==> config.mk <==
export PLATFORM = sky130hd
export DESIGN_NAME = mem_access
export DESIGN_NICKNAME = d
export VERILOG_FILES = /design/src/rtl/mem_access.sv
export SDC_FILE = /design/constraint.sdc
export NUM_CORES = 1
export LEC_CHECK = 0
export CAP_MARGIN = 0
export CORE_AREA = 2 2 182 184
export DETAILED_ROUTE_END_ITERATION = 16
export DIE_AREA = 0 0 184 186
export GPL_TIMING_DRIVEN = 0
export PLACE_DENSITY_LB_ADDON = 0.3
export RECOVER_POWER = 100
export SYNTH_ARGS = -nofsm -noshare
export SYNTH_HDL_FRONTEND = slang
export SYNTH_SLANG_ARGS = --single-unit
==> constraint.sdc <==
create_clock -name clk -period 2.4 [get_ports clk]
set_clock_uncertainty 0.1 [all_clocks]
set_input_delay 0.36 -clock clk [delete_from_list [all_inputs] [get_ports clk]]
set_output_delay 0.36 -clock clk [all_outputs]
set_load 0.005 [all_outputs]
==> src/rtl/mem_access.sv <==
// Memory stage of the pipelined LEGv8 core.
// Consumes the EX/MEM contents, resolves CBZ into PCSrc_M, runs aligned loads and
// stores against a multi-cycle data memory via a req/ready handshake with a
// timeout, and drives the MEM/WB pipeline register.
module mem_access #(
    parameter int unsigned N       = 64,
    parameter int unsigned TIMEOUT = 255
) (
    input  logic         clk,
    input  logic         reset,
    // EX/MEM contents
    input  logic         valid_M,
    input  logic         MemRead_M,
    input  logic         MemWrite_M,
    input  logic         Branch_M,
    input  logic         zero_M,
    input  logic [N-1:0] aluResult_M,
    input  logic [N-1:0] writeData_M,
    // Pipeline control
    output logic         PCSrc_M,
    output logic         stall_M,
    // Data memory request/response
    output logic         mem_req,
    output logic         mem_we,
    output logic [N-1:0] mem_addr,
    output logic [N-1:0] mem_wdata,
    input  logic         mem_ready,
    input  logic [N-1:0] mem_rdata,
    // MEM/WB register
    output logic         valid_W,
    output logic [N-1:0] aluResult_W,
    output logic [N-1:0] readData_W,
    output logic         align_err_W,
    output logic         bus_err_W
);

    // Counter only ever reaches TIMEOUT-1, so this width never wraps.
    localparam int unsigned CW = $clog2(TIMEOUT + 1);
    localparam logic [CW-1:0] LastCnt = CW'(TIMEOUT - 1);

    typedef enum logic {
        StIdle,
        StAccess
    } state_e;

    state_e         state_q, state_d;
    logic [CW-1:0]  cnt_q, cnt_d;

    logic           req_q, req_d;
    logic           we_q, we_d;
    logic [N-1:0]   addr_q, addr_d;
    logic [N-1:0]   wdata_q, wdata_d;

    logic           valid_w_q, valid_w_d;
    logic [N-1:0]   alu_w_q, alu_w_d;
    logic [N-1:0]   rdata_w_q, rdata_w_d;
    logic           align_w_q, align_w_d;
    logic           bus_w_q, bus_w_d;

    logic           memop;
    logic           aligned;
    logic           last_cycle;

    // Decode of the incoming EX/MEM entry.
    always_comb begin
        memop      = valid_M & (MemRead_M | MemWrite_M);
        aligned    = (aluResult_M[2:0] == 3'b000);
        last_cycle = (cnt_q == LastCnt);
    end

    // Branch resolution and upstream hold; both are independent of the result path.
    always_comb begin
        PCSrc_M = valid_M & Branch_M & zero_M;
        stall_M = 1'b0;
        unique case (state_q)
            StIdle:   stall_M = memop & aligned;
            StAccess: stall_M = ~mem_ready & (cnt_q < LastCnt);
            default:  stall_M = 1'b0;
        endcase
    end

    // Next-state, request and MEM/WB logic.
    always_comb begin
        state_d   = state_q;
        cnt_d     = cnt_q;
        req_d     = req_q;
        we_d      = we_q;
        addr_d    = addr_q;
        wdata_d   = wdata_q;
        valid_w_d = 1'b0;
        alu_w_d   = '0;
        rdata_w_d = '0;
        align_w_d = 1'b0;
        bus_w_d   = 1'b0;

        unique case (state_q)
            StIdle: begin
                req_d = 1'b0;
                if (memop && aligned) begin
                    // Launch the access; a set MemWrite_M makes it a store even
                    // when MemRead_M is also set. MEM/WB takes a bubble.
                    state_d = StAccess;
                    cnt_d   = '0;
                    req_d   = 1'b1;
                    we_d    = MemWrite_M;
                    addr_d  = aluResult_M;
                    wdata_d = writeData_M;
                end else begin
                    // Non-memory op, bubble, or misaligned op (suppressed).
                    valid_w_d = valid_M;
                    alu_w_d   = aluResult_M;
                    align_w_d = memop & ~aligned;
                end
            end

            StAccess: begin
                if (mem_ready) begin
                    // Ready beats a coincident timeout.
                    state_d   = StIdle;
                    req_d     = 1'b0;
                    valid_w_d = 1'b1;
                    alu_w_d   = addr_q;
                    rdata_w_d = we_q ? '0 : mem_rdata;
                end else if (last_cycle) begin
                    state_d   = StIdle;
                    req_d     = 1'b0;
                    valid_w_d = 1'b1;
                    alu_w_d   = addr_q;
                    bus_w_d   = 1'b1;
                end else begin
                    cnt_d = cnt_q + CW'(1);
                end
            end

            default: begin
                state_d = StIdle;
                req_d   = 1'b0;
            end
        endcase
    end

    // State and pipeline registers with synchronous reset.
    always_ff @(posedge clk) begin
        if (reset) begin
            state_q   <= StIdle;
            cnt_q     <= '0;
            req_q     <= 1'b0;
            we_q      <= 1'b0;
            addr_q    <= '0;
            wdata_q   <= '0;
            valid_w_q <= 1'b0;
            alu_w_q   <= '0;
            rdata_w_q <= '0;
            align_w_q <= 1'b0;
            bus_w_q   <= 1'b0;
        end else begin
            state_q   <= state_d;
            cnt_q     <= cnt_d;
            req_q     <= req_d;
            we_q      <= we_d;
            addr_q    <= addr_d;
            wdata_q   <= wdata_d;
            valid_w_q <= valid_w_d;
            alu_w_q   <= alu_w_d;
            rdata_w_q <= rdata_w_d;
            align_w_q <= align_w_d;
            bus_w_q   <= bus_w_d;
        end
    end

    // Registered outputs.
    always_comb begin
        mem_req     = req_q;
        mem_we      = we_q;
        mem_addr    = addr_q;
        mem_wdata   = wdata_q;
        valid_W     = valid_w_q;
        aluResult_W = alu_w_q;
        readData_W  = rdata_w_q;
        align_err_W = align_w_q;
        bus_err_W   = bus_w_q;
    end

endmodule

==> parameters.txt, run 1 <==
Parameter                              Value

Run status
  Result of the run ... complete, no violations

Logic synthesis
  Count of cell types in the netlist ... 40
  Synthesis warning total ... 0
  Nets in the synthesized netlist ... 1117
  Post-Syn Area ... 8790 um2
  Async SR Flop Fraction ... 0
  Count of flip-flops with a built-in enable after synthesis ... 0
  Most instantiated flip-flop cell in the synthesis netlist ... sky130_fd_sc_hd__dfxtp_1
  Mean instance size in the synthesized netlist ... 9.60 um2
  Instance count of the mapped netlist ... 915
  Share of synthesized area occupied by flip-flops and latches ... 0.615
  Seq cells post-synth ... 270

Power and ir drop
  Clock power frac ... 0.456
  Switch share ... 0.210
  Combinational group share of total power ... 0.080
  Power Density ... 670 nW/um2
  Largest voltage drop on the vdd net ... 476 uV
  Power Internal ... 7.88 mW
  Sw Pwr ... 2.10 mW
  Total power ... 9.98 mW
  Standby leakage power ... 6.27 nW
  Sequential share of power ... 0.464

Placement
  Final estimated routing congestion in global placement ... 0.803
  Total placed instance area ... 13900 um2
  HPWL Detailed ... 24000 um
  DP Cell Count ... 1784
  Count of input and output buffers ... 461

Flow run
  Count of maximum capacitance violations ... 0

Die
  Count of boundary I/O pins ... 463
  Row cnt ... 66
  Initial cell density of the core ... 0.273
  Placeable core region ... 32200 um2
  Die area ... 34200 um2
  Die width ... 184 um
  Vertical die dimension ... 186 um

Worst setup path
  Largest fanout on the critical path ... 10
  Startpoint kind of the worst setup timing path ... input pin
  Crit path arrival time ... 1.80 ns
  Stage delay of the slowest cell on the critical path ... 0.51 ns
  Stages on worst setup path ... 6
  CP max stage cell ... sky130_fd_sc_hd__clkdlybuf4s50_1
  Required time worst endpoint ... 1.94 ns
  Reg2Reg Depth ... 5
  Worst reg-to-reg setup slack ... 0.15 ns
  Critical path capture point type ... primary output
  Worst path cell trace ... clkdlybuf4s50_1 -> o21ai_1 -> or3_4 -> buf_6 -> nand2_1 -> buf_2
  Setup Crit Path Kind ... input pin to primary output
  Largest delay share family, worst path ... buffers and inverters
  Reg-to-Reg End ... cnt_q[7]
  Startpoint of the worst-slack reg-to-reg timing path ... cnt_q[1]
  Crit path buf inv count ... 3

STA
  Min Clock Period, post-route ... 2.26 ns
  Final number of setup-violating endpoints ... 0
  Rel. slew slack ... 0.505
  Achievable Freq ... 442 MHz
  Setup repair after global routing missed its margin ... no
  Final period utilization ... 0.943
  Max Slew Vio Count ... 0
  Final Hold Vio Count ... 0
  Transition time at the pin with the least slew margin ... 0.743 ns

Clock network
  Later-pin clock latency in the skew report ... 0.54 ns
  Number of buffers on the longest clock path ... 3
  Clock transition time at the flip-flop clock pins of the worst setup and hold paths ... 0.05 ns
  # clock sinks ... 270
  Number of buffers inserted by post-CTS setup repair ... 0
  Number of buffers added to fix hold violations after cts ... 0
  Library cell used as clock root buffer ... sky130_fd_sc_hd__clkbuf_16
  H-tree level count ... 1
  Clock tree from TritonCTS ... built
  Total CTS buffers ... 29

Global routing
  GRT Resource Usage Total ... 0.172
  First-pass GRT wire length ... 45500 um
  Met2 usage ... 0.314
  Number of global-route vias before repair ... 7909
  Met3 usage ... 0.0655
  Congestion Overflow GR ... 0
  Largest net degree at the start of global routing ... 14
  Initial antenna violation count ... 1
  Gr busiest metal ... met2
  Met1 track demand over resource ... 0.180

Detailed routing
  Number of nets with antenna violations after detailed routing ... 0
  Avg Vias per Cell ... 4.46
  DRC ... 0
  Final routed wirelength across all metal layers ... 30900 um
  Initial detailed-routing violation count ... 271
  Routed via count ... 8173
  Per-cell routed wire length ... 16.9 um
  Iteration count of the initial detailed-routing pass ... 4

Layout
  Multi-input gate area ... 3010 um2
  Number of standard cells in the layout, taps in and fillers out ... 1834
  Area grow syn2layout ... 69.5%
  Seq. cell area ... 5410 um2
  Commonest non-fill, non-tap cell in the layout ... sky130_fd_sc_hd__dfxtp_1
  Final Net Count ... 1608
  Share of cells above drive strength 1 ... 0.0554
  Most frequent cells in the layout ... sky130_fd_sc_hd__dfxtp_1 (270), sky130_fd_sc_hd__dlygate4sd3_1 (262), sky130_fd_sc_hd__nand2_1 (258), sky130_fd_sc_hd__clkdlybuf4s50_1 (195), sky130_fd_sc_hd__a21oi_1 (132)
  Utilization of the core after routing ... 0.462
  Fill cell total of the finished layout ... 3071
  Area of all placed cells without fillers ... 14900 um2

Hold path
  Hold/Removal Path Class ... input pin to flop
  Instance count along the most critical hold path ... 3
  Min-Delay Startpoint ... aluResult_M[0]
  Hold Path Sink ... aluResult_W[0]
state kept, by name, indices dropped and copies added, names as in the netlist:
register and count:
mem_we 1, mem_wdata 64, mem_req 1, valid_W 1, align_err_W 1, state_q 1
mem_addr 64, bus_err_W 1, cnt_q 8, aluResult_W 64, readData_W 64
metrics by stage:
stage	TNS [ns]	setup WS [ns]	hold WS, ns
floorplan	0	0.522	0.353
global placement	-33.24	-0.676	0.342
detailed placement	-36.40	-0.673	0.347
CTS	-0.0562	-0.0562	0.172
global route	0	0.00989	0.0376
finish	0	0.136	0.0312
power by group through the flow:
| stage | registers [mW] | clock network, mW | logic [mW] |
|---|---|---|---|
| 6_report | 4.63 | 4.55 | 0.798 |
| 5_1_grt | 4.64 | 4.85 | 0.865 |
| 4_1_cts | 4.64 | 4.68 | 0.850 |
| 3_5_place_dp | 4.73 | 0 | 0.845 |
| 3_3_place_gp | 4.73 | 0 | 0.841 |
| 2_1_floorplan | 4.74 | 0 | 0.196 |
worst max-delay path by stage:
| stage | from | to | slack, ns |
|---|---|---|---|
| 4_1_cts | aluResult_M[0] | stall_M | -0.06 |
| 3_3_place_gp | aluResult_M[1] | stall_M | -0.68 |
| 5_1_grt | valid_M | mem_wdata[37] | 0.01 |
| 2_1_floorplan | aluResult_M[0] | stall_M | 0.52 |
| 6_report | valid_M | stall_M | 0.14 |
| 3_5_place_dp | aluResult_M[1] | stall_M | -0.67 |
worst min-delay path, cell delays in order:
cell and delay (ns):
sky130_fd_sc_hd__dlymetal6s2s_1 0.15, sky130_fd_sc_hd__nand2_1 0.06, sky130_fd_sc_hd__a21oi_1 0.05
per-layer routing:
metal	vias up	share of wire
met4	0	0.035
met3	56	0.10
li1	4034	-
met1	3731	0.36
met2	352	0.50
met5	-	0
kinds of logic after synthesis:
kind of cell,Yosys count,synth area share
and+or+nand+nor,359,0.186
DFF,270,0.615
AOI/OAI and AO/OA,211,0.151
buffers and inverters,72,0.0443
adders and majority gates,2,0.00285
xor gates and xnor gates,1,0.000997
Yosys cell counts (2+ instances only):
| library cell | instances | area (um2) |
|---|---|---|
| sky130_fd_sc_hd__clkbuf_1 | 34 | 128 |
| sky130_fd_sc_hd__o21ai_0 | 6 | 30.0 |
| sky130_fd_sc_hd__and2_1 | 64 | 400 |
| sky130_fd_sc_hd__inv_1 | 5 | 18.8 |
| sky130_fd_sc_hd__buf_2 | 20 | 100 |
| sky130_fd_sc_hd__nand2_1 | 258 | 968 |
| sky130_fd_sc_hd__o311ai_0 | 3 | 26.3 |
| sky130_fd_sc_hd__nand2b_1 | 2 | 12.5 |
| sky130_fd_sc_hd__nor3_2 | 2 | 20.0 |
| sky130_fd_sc_hd__or4_1 | 2 | 15.0 |
| sky130_fd_sc_hd__a21oi_1 | 132 | 661 |
| sky130_fd_sc_hd__nand3_1 | 6 | 30.0 |
| sky130_fd_sc_hd__buf_6 | 12 | 135 |
| sky130_fd_sc_hd__nor3b_1 | 5 | 37.5 |
| sky130_fd_sc_hd__and3_1 | 5 | 31.3 |
| sky130_fd_sc_hd__a22o_1 | 63 | 552 |
| sky130_fd_sc_hd__ha_1 | 2 | 25.0 |
| sky130_fd_sc_hd__nand4b_1 | 2 | 17.5 |
| sky130_fd_sc_hd__dfxtp_1 | 270 | 5410 |
| sky130_fd_sc_hd__nor2_1 | 2 | 7.51 |
what timing repair did:
item	4_1_cts	5_1_grt
pin swaps	0	1
cloned	0	0
resized for setup	9	5
endpoints found under the setup margin	39	42
area by class of cell:
cell class,instances,share of cell area
Buffer,66,0.0250
Tap cell,408,0.0343
Timing Repair Buffer,461,0.310
Multi-Input combinational cell,573,0.202
Clock buffer,39,0.0519
Antenna cell,1,0.000168
Inverter,5,0.00126
Sequential cell,270,0.363
Clock inverter,11,0.0126
(Power assumes the default switching activity.)
==> run 2, diff against run 1 <==
--- a/config.mk
+++ b/config.mk
@@ -7,9 +7,11 @@
 export LEC_CHECK = 0
 export CAP_MARGIN = 0
 export CORE_AREA = 2 2 182 184
+export CTS_CLUSTER_DIAMETER = 80
 export DETAILED_ROUTE_END_ITERATION = 16
 export DIE_AREA = 0 0 184 186
 export GPL_TIMING_DRIVEN = 0
+export HOLD_SLACK_MARGIN = 0.12
 export PLACE_DENSITY_LB_ADDON = 0.3
 export RECOVER_POWER = 100
 export SYNTH_ARGS = -nofsm -noshare
==> parameters.txt, run 2 (synthesized netlist as in run 1, its figures left out) <==
Parameter                              Value

Placement
  Total placed instance area ... 13900 um2 (unchanged)
  HPWL Detailed ... 24000 um (unchanged)
  Count of input and output buffers ... 461 (unchanged)
  Final estimated routing congestion in global placement ... 0.803 (unchanged)
  Post-placement setup slack ... -0.673 ns (unchanged)

Detailed routing
  Met1 layer wirelength in the final routing ... 11100 um (-0.21%)
  DRC ... 0 (unchanged)
  Routed via count ... 8160 (-0.16%)
  Iteration count of the initial detailed-routing pass ... 4 (unchanged)
  Initial detailed-routing violation count ... 282 (+4.1%)
  Final routed wirelength across all metal layers ... 31000 um (+0.22%)
  Per-cell routed wire length ... 16.9 um (+0.11%)
  Avg Vias per Cell ... 4.44 (-0.27%)
  Top layer in use ... met4
  Number of nets with antenna violations after detailed routing ... 0 (unchanged)
  Met2 routed wirelength ... 15500 um (+0.39%)
  Met3 WL post-DR ... 3220 um (+0.91%)

Layout
  Final Net Count ... 1610 (+0.12%)
  Share of cells above drive strength 1 ... 0.0554 (-0.0000777)
  Most frequent cells in the layout ... sky130_fd_sc_hd__dfxtp_1 (270), sky130_fd_sc_hd__dlygate4sd3_1 (264), sky130_fd_sc_hd__nand2_1 (258), sky130_fd_sc_hd__clkdlybuf4s50_1 (195), sky130_fd_sc_hd__a21oi_1 (132)
  Fill cell total of the finished layout ... 3069 (-0.065%)
  Area of all placed cells without fillers ... 14900 um2 (+0.13%)
  Utilization of the core after routing ... 0.463 (+0.000622)
  Area grow syn2layout ... 69.7%
  Commonest non-fill, non-tap cell in the layout ... sky130_fd_sc_hd__dfxtp_1
  Multi-input gate area ... 3010 um2 (unchanged)
  Seq. cell area ... 5410 um2 (unchanged)

Power and ir drop
  Standby leakage power ... 6.28 nW (+0.13%)
  Largest voltage drop on the vdd net ... 476 uV (about the same)
  Total power ... 9.99 mW (about the same)
  Power Density ... 670 nW/um2 (about the same)

Clock network
  Clock tree from TritonCTS ... built
  # clock sinks ... 270 (unchanged)
  Library cell used as clock root buffer ... sky130_fd_sc_hd__clkbuf_16
  Number of buffers on the longest clock path ... 3 (unchanged)
  Total CTS buffers ... 29 (unchanged)
  Clock transition time at the flip-flop clock pins of the worst setup and hold paths ... 0.06 ns (about the same)
  Later-pin clock latency in the skew report ... 0.54 ns (about the same)
  H-tree level count ... 1 (unchanged)

Die
  Initial cell density of the core ... 0.273 (unchanged)
  Die width ... 184 um (unchanged)
  Row cnt ... 66 (unchanged)
  Die area ... 34200 um2 (unchanged)
  Vertical die dimension ... 186 um (unchanged)
  Count of boundary I/O pins ... 463 (unchanged)
  Placeable core region ... 32200 um2 (unchanged)

STA
  Final Hold Vio Count ... 0 (unchanged)
  Rel. slew slack ... 0.506 (+0.00139)
  Min Clock Period, post-route ... 2.26 ns (+0.000328 ns)
  Post-route setup slack ... 0.135 ns (-0.000328 ns)
  Setup repair after global routing missed its margin ... no
  Worst hold slack after final layout ... 0.172 ns (+0.141 ns)
  Final period utilization ... 0.944 (about the same)
  Achievable Freq ... 442 MHz (about the same)
  Final number of setup-violating endpoints ... 0 (unchanged)
  Max Slew Vio Count ... 0 (unchanged)
  Transition time at the pin with the least slew margin ... 0.741 ns (-0.00208 ns)

Worst setup path
  Largest fanout on the critical path ... 10 (unchanged)
  Required time worst endpoint ... 1.94 ns (about the same)
  Setup Crit Path Kind ... input pin to primary output
  Critical path capture point type ... primary output
  Startpoint kind of the worst setup timing path ... input pin
  Crit path arrival time ... 1.80 ns (about the same)

Global routing
  First-pass GRT wire length ... 45500 um (unchanged)
  Initial antenna violation count ... 1 (unchanged)
  Largest net degree at the start of global routing ... 14 (unchanged)
  Number of global-route vias before repair ... 7909 (unchanged)
  Congestion Overflow GR ... 0 (unchanged)
  GRT Resource Usage Total ... 0.172 (unchanged)

Run status
  Result of the run ... complete, no violations

Flow run
  Count of maximum capacitance violations ... 0 (unchanged)

Hold path
  Hold/Removal Path Class ... input pin to flop
-- run 2: path summary, 6_finish.rpt --
path | startpoint | endpoint | slack [ns] | depth (start not counted)
worst max-delay path | valid_M | stall_M | 0.14 | 6
worst min-delay path | aluResult_M[0] | align_err_W | 0.17 | 3
worst max register to register | cnt_q[1] | cnt_q[7] | 0.17 | 5
worst min register to register | mem_wdata[62] | mem_wdata[62] | 0.35 | 2
-- run 2: worst max-delay path, cell delays in order --
cell                              delay [ns]
sky130_fd_sc_hd__clkdlybuf4s50_1        0.51
sky130_fd_sc_hd__o21ai_1                0.15
sky130_fd_sc_hd__or3_4                  0.43
sky130_fd_sc_hd__buf_6                  0.16
sky130_fd_sc_hd__nand2_1                0.06
sky130_fd_sc_hd__buf_2                  0.13
-- run 2: what timing repair did --
item / 4_1_cts / 5_1_grt
gates resized for setup: 9 / 5
hold endpoints to repair: 0 / 2
setup buffers: 0 / 0
pin swaps: 0 / 1
setup endpoints to repair: 39 / 42
hold buffers: 0 / 2
-- run 2: area by class of cell --
| class | instances | share of cell area |
|---|---|---|
| Sequential cell | 270 | 0.362 |
| Timing Repair Buffer | 463 | 0.311 |
| Multi-Input combinational cell | 573 | 0.202 |
| Clock buffer | 39 | 0.0518 |
| Tap cell | 408 | 0.0342 |
| Buffer | 66 | 0.0250 |
| Clock inverter | 11 | 0.0126 |
| Inverter | 5 | 0.00126 |
| Antenna cell | 1 | 0.000168 |
-- run 2: power breakdown --
part           switching (mW)  internal [mW]  total, mW
clock network            1.78           2.78       4.55
registers              0.0390           4.59       4.63
logic                   0.291          0.510      0.802
total                    2.11           7.88       9.99
-- run 2: routing by layer --
metal,track usage,vias up
li1,-,4038
met2,0.314,350
met3,0.0655,56
met4,0.0605,0
met1,0.180,3716
met5,0,-
-- run 2: metrics by stage --
step           instances  setup TNS [ns]
2_1_floorplan        915               0
3_3_place_gp        1784          -33.24
3_5_place_dp        1784          -36.40
4_1_cts             1833         -0.0562
5_1_grt             1835               0
6_report            1836               0
